--- src/rtl/pc_sequencer.sv ---
// Program-counter sequencer: sequential stepping with wrap, clamped jumps,
// relative jumps with saturation, and a small call/return stack with sticky error flags.
module pc_sequencer #(
   parameter int AW  = 8,
   parameter int SD  = 4,
   parameter int SPW = $clog2(SD + 1)
) (
   input  logic          clk,
   input  logic          rst,
   input  logic          hlt_en,
   input  logic [AW-1:0] prog_len,
   input  logic [2:0]    op,
   input  logic          cond,
   input  logic [AW-1:0] imm,
   input  logic [AW-1:0] jAddr,
   input  logic [AW-1:0] rel,
   input  logic          clr_err,
   output logic [AW-1:0] Addr_instr,
   output logic [SPW-1:0] sp,
   output logic          wrap,
   output logic          stk_ovf,
   output logic          stk_unf
);

   localparam logic [2:0] OP_SEQ     = 3'b000;
   localparam logic [2:0] OP_JMP_IMM = 3'b001;
   localparam logic [2:0] OP_JMP_REG = 3'b010;
   localparam logic [2:0] OP_JRO     = 3'b011;
   localparam logic [2:0] OP_CALL    = 3'b100;
   localparam logic [2:0] OP_RET     = 3'b101;
   localparam logic [2:0] OP_RESTART = 3'b110;

   localparam int IW = (SD > 1) ? $clog2(SD) : 1;
   localparam logic [SPW-1:0] SP_FULL = SPW'(SD);

   logic [AW-1:0]  addr_reg, addr_next;
   logic [SPW-1:0] sp_reg, sp_next;
   logic           wrap_reg, wrap_next;
   logic           ovf_reg, ovf_next;
   logic           unf_reg, unf_next;

   logic [AW-1:0]  stack_mem [SD];
   logic           push;
   logic [IW-1:0]  push_idx, pop_idx;
   logic [AW-1:0]  pop_val;

   logic [AW-1:0]  last_line;
   logic [AW-1:0]  seq_addr;
   logic [2:0]     op_eff;
   logic           take_seq;
   logic signed [AW+1:0] jro_sum;

   function automatic logic [AW-1:0] clamp(input logic [AW-1:0] x, input logic [AW-1:0] l);
      return (x > l) ? l : x;
   endfunction

   always_comb begin
      last_line = (prog_len == '0) ? '0 : prog_len - 1'b1;
      seq_addr  = (addr_reg >= last_line) ? '0 : addr_reg + 1'b1;
      op_eff    = cond ? op : OP_SEQ;
      push_idx  = sp_reg[IW-1:0];
      pop_idx   = IW'(sp_reg - SPW'(1));
      pop_val   = stack_mem[pop_idx];
      // Two guard bits keep both negative results and overshoot above L representable
      jro_sum   = signed'({2'b00, addr_reg}) + signed'({{2{rel[AW-1]}}, rel});
   end

   always_comb begin
      addr_next = addr_reg;
      sp_next   = sp_reg;
      wrap_next = 1'b0;
      ovf_next  = ovf_reg;
      unf_next  = unf_reg;
      push      = 1'b0;
      take_seq  = 1'b0;
      if (!hlt_en) begin
         if (clr_err) begin
            ovf_next = 1'b0;
            unf_next = 1'b0;
         end
         case (op_eff)
            OP_JMP_IMM: addr_next = clamp(imm, last_line);
            OP_JMP_REG: addr_next = clamp(jAddr, last_line);
            OP_JRO: begin
               if (jro_sum[AW+1])
                  addr_next = '0;
               else if (jro_sum[AW:0] > {1'b0, last_line})
                  addr_next = last_line;
               else
                  addr_next = jro_sum[AW-1:0];
            end
            OP_CALL: begin
               if (sp_reg != SP_FULL) begin
                  push      = 1'b1;
                  sp_next   = sp_reg + 1'b1;
                  addr_next = clamp(imm, last_line);
               end else begin
                  ovf_next = 1'b1;
                  take_seq = 1'b1;
               end
            end
            OP_RET: begin
               if (sp_reg != '0) begin
                  sp_next   = sp_reg - 1'b1;
                  addr_next = clamp(pop_val, last_line);
               end else begin
                  unf_next = 1'b1;
                  take_seq = 1'b1;
               end
            end
            OP_RESTART: addr_next = '0;
            default:    take_seq = 1'b1;
         endcase
         if (take_seq) begin
            addr_next = seq_addr;
            wrap_next = (addr_reg >= last_line);
         end
      end
   end

   always_ff @(posedge clk or posedge rst) begin
      if (rst) begin
         addr_reg <= '0;
         sp_reg   <= '0;
         wrap_reg <= 1'b0;
         ovf_reg  <= 1'b0;
         unf_reg  <= 1'b0;
      end else begin
         addr_reg <= addr_next;
         sp_reg   <= sp_next;
         wrap_reg <= wrap_next;
         ovf_reg  <= ovf_next;
         unf_reg  <= unf_next;
      end
   end

   // Stack contents need no reset; occupancy is tracked by sp_reg alone
   always_ff @(posedge clk) begin
      if (push)
         stack_mem[push_idx] <= seq_addr;
   end

   assign Addr_instr = addr_reg;
   assign sp         = sp_reg;
   assign wrap       = wrap_reg;
   assign stk_ovf    = ovf_reg;
   assign stk_unf    = unf_reg;

endmodule

--- config.mk ---
export PLATFORM = sky130hd
export DESIGN_NAME = pc_sequencer
export DESIGN_NICKNAME = d
export VERILOG_FILES = /design/src/rtl/pc_sequencer.sv
export SDC_FILE = /design/constraint.sdc
export NUM_CORES = 1
export LEC_CHECK = 0
export CAP_MARGIN = 20
export CORE_MARGIN = 5
export CORE_UTILIZATION = 45
export CTS_BUF_LIST = sky130_fd_sc_hd__clkbuf_4 sky130_fd_sc_hd__clkbuf_8
export DETAILED_ROUTE_END_ITERATION = 8
export PLACE_DENSITY_LB_ADDON = 0.3
export SLEW_MARGIN = 20
export SYNTH_ARGS = -nofsm -noshare
export SYNTH_HDL_FRONTEND = slang
export SYNTH_SLANG_ARGS = --single-unit
--- constraint.sdc ---
create_clock -name clk -period 3.4 [get_ports clk]
set_clock_uncertainty 0.2 [all_clocks]
set_input_delay 0.68 -clock clk [delete_from_list [all_inputs] [get_ports clk]]
set_output_delay 0.68 -clock clk [all_outputs]
set_load 0.03 [all_outputs]
==> metrics.cfg <==
[status]
run_status = finished with violations
failed_checks = negative setup slack

[cts]
tritoncts = done
cts.reportedPaths.clkPinSlew_ps = 80
htree_num_levels = 2
clkLatencyLatePin_ps = 290
numClockSinks = 46
cts-hold-fix-buffers = 0
numCtsBuffers = 5
cts.root.buffer_cell = clkbuf_8
ctsLongestPathBuffers = 2

[logic_synthesis]
number_of_enable_type_register_cells_in_the_synthesized_netlist = 32
synth_seq_area_share = 0.306
yosys-top-cells-area = edfxtp_1, ha_1, dfrtp_1
synth-adder-area-share = 0.174
post_synthesis_instance_total = 441
flip_flop_and_latch_count_after_synthesis = 46
yosys.area_share.simple = 0.166
yosys_warnings = 0
fraction_of_registers_with_async_set_or_reset_after_synthesis = 0.304
netlist.top_cell.by_area = edfxtp_1
post_synth_num_cell_types = 71
yosysTopAreaCellShare = 0.224
synth_xor_xnor_area_share = 0.0307
synth-compound-area-share = 0.191
synth_nets = 540
synth.area.mux_share = 0.0949
ys.flop_type = edfxtp_1
syn-cell-area_mm2 = 0.00429
synth.avg_cell_area_um2 = 9.72
main_combinational_cell_family_by_area_after_synthesis = compound AO/OA/AOI/OAI gates

[grt]
antenna_found_initial = 0
global_route_wire_length_before_repair_mm = 22.8
grt_max_degree = 15
grt_usage = 0.249
grt_pass1_vias = 4538
globalRouteOverflowTotal = 0

[place]
gp_routability_congestion = 0.976
post-dp-hpwl_mm = 10.8
placement.cell_area_mm2 = 0.00581
io_buffer_count = 53

[pwr]
internal_power_mw = 3.21
powerDensity_mw_per_mm2 = 825
leakagePower_nw = 2.86
vdd.ir_drop.worst_v = 0.000512
p_comb_frac = 0.779
netSwitchingPower_mw = 2.40
switching_share = 0.428
clock_power_share = 0.071
seqPwrFrac = 0.151

[final_layout]
drive_gt1_frac = 0.425
fillCellCount = 637
num_antenna_cells = 0
area_delta_synth_final_pct = 58.9
final_cell_area_mm2 = 0.00681
finish.net_count = 722
multi_input_area_mm2 = 0.00346
largest_register_ffs = 32
register_area_mm2 = 0.00131

[floorplanning]
core.rowCount = 35
design.die.area_mm2 = 0.0116
effective_utilization_at_floorplan = 0.462
die_width_um = 108
placeableCoreArea_mm2 = 0.00928
floorplan.io_pins = 54
die_h_um = 108

[routing]
drc = 0
vias_per_cell = 6.02
routedWlPerCell_um = 20.2
detailedRoute.firstPassIterationCount = 5
detailroute.via_count = 4534
wl_mm = 15.2
antenna_violating_nets_post_route = 0
drt_iter0_drc = 305

[worst_setup_path]
cp_slowest_cell = nor4_4
critical_path.cell_chain = dlygate4sd2_1, ha_1, buf_4, o21ai_1, o21bai_1, a21oi_1, xnor2_1, ha_4, nor4_4, o21ai_2, o221ai_2, nand4_1, buf_6, mux2_4, nand2_2, a41oi_2
cp_top_delay_family = compound AO/OA/AOI/OAI gates
timing.reg2reg.setup_slack_ps = -250
required_ps = 3330
reg2reg_depth = 16
timing.critical_path.buf_inv = 3
critical_path.max_fanout = 5
setup.worst_path.class = in -> reg
critPathCaptureType = flop
data_arrival_at_the_endpoint_of_the_critical_path_ps = 3730
worst_path_largest_cell_delay_ps = 310
r2r_startpoint = Addr_instr[0]$_DFFE_PP0P_
reg2reg_to = Addr_instr[4]$_DFFE_PP0P_
critPathLaunchType = input pin

[sta]
max_freq_ghz = 0.263
setup_viol = 36
post-route-period-util = 1.12
tns_ps = -5390
maxSlewViolCount = 0
slew-limit-headroom = 0.540
final.setup.worst_slack_ps = -396
timing_worst_slew_pin_value_ps = 684
final.min_clock_period_ps = 3800
finalHoldViolCount = 0
grt_setup_unrepaired = yes

[worst_hold_path]
worstHoldStart = stk_unf$_DFFE_PP0N_
min_delay_path_depth = 1
hold_path_end = stk_unf$_DFFE_PP0N_
hold_path_class = reg -> reg

[flow_run]
cap_violations = 0

-- power by group through the flow --
stage / Combinational, mW / Sequential, mW / Clock (mW)
final: 4.38 / 0.846 / 0.397
after detailed placement: 3.30 / 0.844 / 0
after global placement: 3.22 / 0.842 / 0
after global routing: 4.68 / 0.853 / 0.435
after floorplan: 1.75 / 1.01 / 0
after CTS: 3.81 / 0.834 / 0.409
-- synth_stat cells (all sizes together), types with 3 or more instances --
cell    number
o21bai       3
or4          4
o211ai       7
ha          58
nor2b        9
o22ai        5
nand4        8
and2         7
mux2i       17
nor2        26
edfxtp      32
a211oi       8
dfrtp       14
clkbuf       8
a21oi       25
nand3       18
o21ai       20
mux4         8
or3          3
or2          3
xnor2        9
xor2         6
nor3         8
nor4         7
nand2       25
a22oi        5
nand2b       4
inv         32
a21o        10
and3         3
a31oi        4
o31a         5
o311ai       3
mux2         5
-- area by class of cell --
| cell class | count | share of cell area |
|---|---|---|
| sequential | 46 | 0.193 |
| timing repair buffer | 185 | 0.239 |
| clock inverter | 2 | 0.00551 |
| clock buffer | 6 | 0.0112 |
| tap | 129 | 0.0237 |
| multi-input combinational | 353 | 0.508 |
| inverter | 32 | 0.0202 |
-- cell usage in the layout (no fill, tap or decap), types with 9 or more instances in the layout --
cell,netlist,routed
clkdlybuf4s50_1,0,43
dfrtp_1,14,13
ha_1,58,34
xnor2_1,9,9
inv_1,29,20
nand2_1,25,19
buf_6,0,26
edfxtp_1,32,32
ha_4,0,21
a21o_1,10,10
a21oi_1,25,16
o21ai_0,18,12
nor2_4,0,10
nand3_1,18,16
mux2i_1,17,14
nor2_1,25,13
buf_4,1,105
-- worst max-delay path by stage --
stage,from,endpoint,depth (start not counted)
2_1_floorplan,prog_len[5],Addr_instr[6]$_DFFE_PP0P_,12
3_3_place_gp,prog_len[3],Addr_instr[0]$_DFFE_PP0P_,14
3_5_place_dp,prog_len[3],Addr_instr[0]$_DFFE_PP0P_,14
4_1_cts,prog_len[3],Addr_instr[3]$_DFFE_PP0P_,16
5_1_grt,rel[2],Addr_instr[4]$_DFFE_PP0P_,16
6_report,rel[2],Addr_instr[4]$_DFFE_PP0P_,16
-- metrics by stage --
step	worst slack [ps]	hold slack (ps)	util	std cells	total power, mW
floorplan	-228	369	-	441	2.76
global placement	-869	288	0.626	714	4.06
detailed placement	-983	292	0.626	714	4.15
CTS	-296	323	0.692	742	5.05
global route	-520	336	0.734	753	5.97
finish	-396	314	0.734	753	5.62
-- timing repair --
item / CTS / global route
setup endpoints to repair: 41 / 41
gates cloned: 2 / 0
pin swaps: 51 / 53
resized for setup: 102 / 63
buffers inserted: 18 / 13
-- routing by layer --
metal | vias up | track usage | wire (um)
met3 | 50 | 0.0432 | 1150
li1 | 2067 | - | -
met1 | 2191 | 0.321 | 6030
met4 | 0 | 0.0775 | 520
met5 | - | 0 | 0
met2 | 226 | 0.424 | 7540
-- cell families after synthesis --
kind of cell | count (synthesis)
buffers and inverters | 42
adder cells (fa/ha/maj) | 59
XOR/XNOR | 15
AND/OR/NAND/NOR | 132
multiplexers | 30
AO/OA/AOI/OAI | 117
flip-flops | 46
Power figures use the tool's default switching activity.
